`config.mk`:
```
export PLATFORM = sky130hd
export DESIGN_NAME = add_seq
export DESIGN_NICKNAME = d
export VERILOG_FILES = /design/src/rtl/add_seq.sv
export SDC_FILE = /design/constraint.sdc
export NUM_CORES = 1
export LEC_CHECK = 0
export CAP_MARGIN = 25
export CORE_AREA = 5 5 160 162
export CTS_BUF_LIST = sky130_fd_sc_hd__clkbuf_8
export DETAILED_ROUTE_END_ITERATION = 16
export DIE_AREA = 0 0 165 167
export HOLD_SLACK_MARGIN = 0.1
export MAX_ROUTING_LAYER = met4
export PLACE_DENSITY = 0.85
export SLEW_MARGIN = 10
export SYNTH_ARGS = -nofsm -noshare
export SYNTH_HDL_FRONTEND = slang
export SYNTH_SLANG_ARGS = --single-unit
```
`constraint.sdc`:
```
create_clock -name clk -period 4.6 [get_ports clk]
set_clock_uncertainty 0.05 [all_clocks]
set_input_delay 0.92 -clock clk [delete_from_list [all_inputs] [get_ports clk]]
set_output_delay 0.92 -clock clk [all_outputs]
set_load 0.05 [all_outputs]
```
`src/rtl/add_seq.sv`:
```
`default_nettype none
// ============================================================================
// Module   : add_seq
// Purpose  : Command sequencer for a vector add unit. For each of cmd_len
//            N-byte vectors it fetches operand A, fetches operand B, starts
//            the add, then stores the result, stepping every address by N.
// Revision : 1.0 - initial release
//
// Ports    : clk, rst_n          - clock (rising edge), async active-low reset
//            cmd_*               - valid/ready command interface
//            abort               - synchronous cancel of the running command
//            u_*                 - add-unit control (scales, strobes, address)
//            wr_req/addr/ack     - result store handshake
//            busy, done          - status; done pulses on normal completion
//            perf_cycles         - busy-cycle counter
//
// Options  : ADD_SEQ_PERF_CNT_EN - enables perf_cycles; otherwise tied to 0.
// ============================================================================
module add_seq #(
    parameter int N  = 176,
    parameter int AW = 32
) (
    input  logic          clk,
    input  logic          rst_n,
    input  logic          cmd_valid,
    output logic          cmd_ready,
    input  logic [AW-1:0] cmd_addr_a,
    input  logic [AW-1:0] cmd_addr_b,
    input  logic [AW-1:0] cmd_addr_c,
    input  logic [15:0]   cmd_len,
    input  logic [15:0]   cmd_s_a,
    input  logic [15:0]   cmd_s_b,
    input  logic [7:0]    cmd_z_tot,
    input  logic          abort,
    output logic [15:0]   u_s_a,
    output logic [15:0]   u_s_b,
    output logic [7:0]    u_z_tot,
    output logic          u_fetch,
    output logic          u_fetch_sel,
    output logic          u_exec,
    output logic [AW-1:0] u_fetch_addr,
    input  logic          u_done,
    output logic          wr_req,
    output logic [AW-1:0] wr_addr,
    input  logic          wr_ack,
    output logic          busy,
    output logic          done,
    output logic [31:0]   perf_cycles
);

    typedef enum logic [2:0] {
        IDLE    = 3'd0,
        FETCH_A = 3'd1,
        FETCH_B = 3'd2,
        EXEC    = 3'd3,
        STORE   = 3'd4,
        FIN     = 3'd5
    } state_t;

    localparam logic [AW-1:0] c_stride = AW'(N);

    state_t        r_state;
    state_t        w_state_next;
    logic          r_first;      // high during the first cycle of a state
    logic [AW-1:0] r_addr_a;
    logic [AW-1:0] r_addr_b;
    logic [AW-1:0] r_addr_c;
    logic [15:0]   r_len;
    logic [15:0]   r_k;
    logic [AW-1:0] r_off;        // k*N kept incrementally, wraps modulo 2^AW
    logic [15:0]   r_s_a;
    logic [15:0]   r_s_b;
    logic [7:0]    r_z_tot;

    logic          w_idle;
    logic          w_accept;
    logic          w_advance;
    logic          w_live;       // non-IDLE state not being aborted this cycle
    logic [15:0]   w_k_inc;

    assign w_idle   = (r_state == IDLE);
    assign w_accept = cmd_valid && w_idle;
    assign w_k_inc  = r_k + 16'd1;
    assign w_live   = !w_idle && !abort;

    // Next-state logic. u_done is ignored in the strobe cycle so a unit that
    // still reports completion of the previous step cannot skip a step.
    always_comb begin
        w_state_next = r_state;
        w_advance    = 1'b0;
        case (r_state)
            IDLE: begin
                if (w_accept) begin
                    w_state_next = (cmd_len == 16'd0) ? FIN : FETCH_A;
                end
            end
            FETCH_A: if (!r_first && u_done) w_state_next = FETCH_B;
            FETCH_B: if (!r_first && u_done) w_state_next = EXEC;
            EXEC:    if (!r_first && u_done) w_state_next = STORE;
            STORE: begin
                if (wr_ack) begin
                    w_advance    = 1'b1;
                    w_state_next = (w_k_inc == r_len) ? FIN : FETCH_A;
                end
            end
            FIN:     w_state_next = IDLE;
            default: w_state_next = IDLE;
        endcase
        // Abort wins over any handshake arriving in the same cycle.
        if (abort && !w_idle) begin
            w_state_next = IDLE;
            w_advance    = 1'b0;
        end
    end

    always_ff @(posedge clk or negedge rst_n) begin
        if (!rst_n) begin
            r_state  <= IDLE;
            r_first  <= 1'b0;
            r_addr_a <= '0;
            r_addr_b <= '0;
            r_addr_c <= '0;
            r_len    <= '0;
            r_k      <= '0;
            r_off    <= '0;
            r_s_a    <= '0;
            r_s_b    <= '0;
            r_z_tot  <= '0;
        end else begin
            r_state <= w_state_next;
            r_first <= (w_state_next != r_state);
            if (w_accept) begin
                r_addr_a <= cmd_addr_a;
                r_addr_b <= cmd_addr_b;
                r_addr_c <= cmd_addr_c;
                r_len    <= cmd_len;
                r_k      <= '0;
                r_off    <= '0;
                r_s_a    <= cmd_s_a;
                r_s_b    <= cmd_s_b;
                r_z_tot  <= cmd_z_tot;
            end else if (w_advance) begin
                r_k   <= w_k_inc;
                r_off <= r_off + c_stride;
            end
        end
    end

    // Outputs. Strobes and done are suppressed in a cycle carrying abort.
    assign cmd_ready    = w_idle;
    assign busy         = !w_idle;
    assign u_s_a        = r_s_a;
    assign u_s_b        = r_s_b;
    assign u_z_tot      = r_z_tot;
    assign u_fetch      = w_live && r_first && ((r_state == FETCH_A) || (r_state == FETCH_B));
    assign u_fetch_sel  = (r_state == FETCH_B);
    assign u_exec       = w_live && r_first && (r_state == EXEC);
    assign wr_req       = w_live && (r_state == STORE);
    assign done         = w_live && (r_state == FIN);
    assign u_fetch_addr = (r_state == FETCH_A) ? (r_addr_a + r_off) :
                          (r_state == FETCH_B) ? (r_addr_b + r_off) : '0;
    assign wr_addr      = (r_state == STORE) ? (r_addr_c + r_off) : '0;

`ifdef ADD_SEQ_PERF_CNT_EN
    logic [31:0] r_perf;

    always_ff @(posedge clk or negedge rst_n) begin
        if (!rst_n) begin
            r_perf <= '0;
        end else if (w_accept) begin
            r_perf <= '0;
        end else if (!w_idle && (r_perf != 32'hFFFF_FFFF)) begin
            r_perf <= r_perf + 32'd1;
        end
    end

    assign perf_cycles = r_perf;
`else
    assign perf_cycles = '0;
`endif

endmodule
`default_nettype wire
```
==> flow_summary.toml <==
[pwr]
combPwrFrac = 0.559
power.share.switching = 0.449
seqPwrFrac = 0.315
switchingPower_w = 0.00424
irDropWorstVdd_mv = 0.452
p_per_area_mw_per_mm2 = 577
power_leakage_nw = 7.15
p_int_w = 0.00521
pwr-share-clk = 0.127

[critical_path]
startpoint = "r_off[15]"
cp.required_ns = 3.63
cp_max_fo = 5
critPathSlowestCell = "o31ai_1"
path_class = "reg -> out"
r2r_start = "r_state[0]"
crit_chain = "buf_6 -> ha_4 -> a21o_1 -> a21o_1 -> a21o_1 -> o31a_1 -> a41o_4 -> a211oi_4 -> o21ai_2 -> o31ai_1 -> buf_12"
crit_path_max_incr_delay_ns = 0.48
crit_path_end_kind = "primary output"
cp.arrival_ns = 3.56
start_kind = "register"
cpMostUsedCell = "a21o_1"

[placed_design]
hpwlAfterDp_mm = 26.0
gp_congestion = 0.948
dp_slack_ns = 0.210
portBuffers = 268
dpl_cell_area_mm2 = 0.0155

[logic_synthesis]
yosysTopAreaCellShare = 0.407
synth-simple-area-share = 0.119
yosys.area_share.adder = 0.0845
synth_edf_count = 0
synth-xor-area-share = 0.0777
synth_warnings = 0
synth-seq-area-share = 0.407
synthTopCellsByArea = "dfrtp_1, mux2_2, ha_1"
syn_avg_cell_area_um2 = 10.3
synth_area_mm2 = 0.0123
synth.distinct_cells = 68
synth_compound_area_frac = 0.130
synth_seq_cells = 200
synth_top_family_by_area = "multiplexers"
synth_ff_type = "dfrtp_1"
async_flop_share = 1.00
synth_mux_area_frac = 0.140
synth_area_leader_cell = "dfrtp_1"
syn_inst = 1190

[global_routing]
gr-usage-all-layers = 0.255
grt_pass1_vias = 10600
antenna_found_initial = 2
grt_pass1_wl_mm = 54.4
grt_start_max_net_pins = 110
overflow = 0

[layout]
area_growth_pct = 33.4
layout-drive-gt1-share = 0.222
num-fill-cells = 1750
multi_input_area_mm2 = 0.00726
nets = 1716
final_cell_area_mm2 = 0.0164
seq_area_mm2 = 0.00501

[die]
core-area_mm2 = 0.0240
initial_core_util = 0.513
fp.dieH_um = 167
ios = 301
row_count = 57
die_w_um = 165
dieArea_mm2 = 0.0276

[clock_network]
cts_hold_buf = 0
cts.sinks = 200
clock_tree.buffer_depth = 2
clk_pin_slew_worst_paths_ns = 0.11
clk_latency_ns = 0.50
cts_max_level = 4
cts_buffers = 17
root_buffer = "clkbuf_8"
cts_tree = "built"

[timing]
finalSetupTns_ns = 0
tightestPinTransition_ns = 0.948
slew_viol_final = 0
setup_viol = 0
maxSlewHeadroom = 0.368
whs_ns = 0.449
fmax_mhz = 221
setup_slack_ns = 0.0704
fin_crit_ns = 4.53
hold_violations = 0
post-route-period-util = 0.985
rsz0062_at_grt = "true"

[run]
max-cap-violations = 0

[detailed_routing]
routed_via_density = 5.80
ant_nets = 0
dr.pass1.iters = 8
finalWirelength_mm = 35.1
remaining_drc_errors = 0
via_count = 10500
avgRoutedWirePerCell_um = 19.4
drt_iter0_drc = 894

[hold_path]
hold_path.class = "in -> async"

[outcome]
status = "finished, final reports clean"
[cells in the final DEF, fill, tap and decap left out, types with 8 or more instances in the layout]
cell type          n
a21o_1            27
ha_4              11
buf_12            20
xor2_1            43
inv_1             27
buf_4             50
nor2b_1            8
clkdlybuf4s50_1  229
a21oi_1           52
o21ai_0           46
ha_1              70
and3_1            18
nor2_1            89
o22ai_1           18
nor3_1            21
clkbuf_8          20
dfrtp_1          193
conb_1            32
or3_1             15
xnor2_1           65
nand4_1           12
mux2_2           152
nand2_1           64
nand3_1           26
[per-stage QoR]
| stage | power, W | utilization | cells |
|---|---|---|---|
| 2_1_floorplan | 0.00641 | - | 1221 |
| 3_3_place_gp | 0.00794 | 0.646 | 1765 |
| 3_5_place_dp | 0.00809 | 0.646 | 1765 |
| 4_1_cts | 0.00934 | 0.670 | 1806 |
| 5_1_grt | 0.00993 | 0.684 | 1814 |
| 6_report | 0.00945 | 0.684 | 1814 |
[Yosys cell counts, types with 12 or more instances]
| cell type | count |
|---|---|
| a21o_1 | 27 |
| a21oi_1 | 56 |
| and3_1 | 18 |
| buf_4 | 32 |
| clkbuf_1 | 38 |
| dfrtp_1 | 200 |
| ha_1 | 83 |
| inv_1 | 27 |
| mux2_2 | 152 |
| nand2_1 | 65 |
| nand3_1 | 27 |
| nand4_1 | 12 |
| nor2_1 | 93 |
| nor3_1 | 24 |
| o21ai_0 | 53 |
| o22ai_1 | 22 |
| or3_1 | 16 |
| xnor2_1 | 66 |
| xor2_1 | 43 |
[sequential cells by signal, summed over array words and instances (netlist names)]
signal / flops
r_addr_c: 32
r_addr_b: 32
r_len: 16
r_k: 16
r_first: 1
u_s_b: 16
u_s_a: 16
r_state: 3
r_addr_a: 32
r_off: 28
u_z_tot: 8
[critical path, delay by kind of cell (launching register included)]
kind	cells	cell delay, ns
AO/OA/AOI/OAI	8	2.04
flip-flops	1	0.43
buffers and inverters	2	0.36
adder cells (fa/ha/maj)	1	0.23
[layer usage]
metal,share of wire,global-route usage
met4,0.031,0.0872
met3,0.074,0.0460
met1,0.41,0.327
met5,0,-
met2,0.49,0.406
[layout make-up]
type	count	share of cell area
multi-input cells	919	0.443
flip-flops and latches	200	0.306
repair buffers	310	0.194
well taps	324	0.0247
clock buffers	19	0.0160
clock inverters	13	0.00939
inverters	27	0.00618
diodes	2	0.000305
[logic make-up after synthesis]
| group | count (synthesis) |
|---|---|
| adder cells (fa/ha/maj) | 83 |
| AO/OA/AOI/OAI | 241 |
| flip-flops | 200 |
| buffers and inverters | 102 |
| other | 1 |
| AND/OR/NAND/NOR | 301 |
| XOR/XNOR | 109 |
| multiplexers | 153 |
[power groups by stage]
stage / sequential (W) / clock, W / combinational, W
final: 0.00297 / 0.00120 / 0.00528
after global routing: 0.00305 / 0.00129 / 0.00559
after CTS: 0.00295 / 0.00121 / 0.00518
after detailed placement: 0.00297 / 0 / 0.00512
after global placement: 0.00293 / 0 / 0.00501
after floorplan: 0.00344 / 0 / 0.00297
[worst paths after layout]
kind | endpoint | slack (ns) | cells after the start
worst max-delay path | wr_addr[30] | 0.07 | 11
min in group clk | r_addr_c[1] | 0.47 | 1
worst min register to register | r_addr_c[1] | 0.47 | 1
max in group asynchronous | r_off[6] | 3.13 | 2
worst min-delay path | r_addr_a[14] | 0.45 | 1
worst max register to register | r_off[30] | 1.52 | 10
[repair_timing]
item,in CTS,in global routing
endpoints found under the setup margin,23,25
gates resized for setup,26,60
pin swaps,9,13
buffers inserted,9,6
Note: power is estimated with default switching activity, not from simulation.
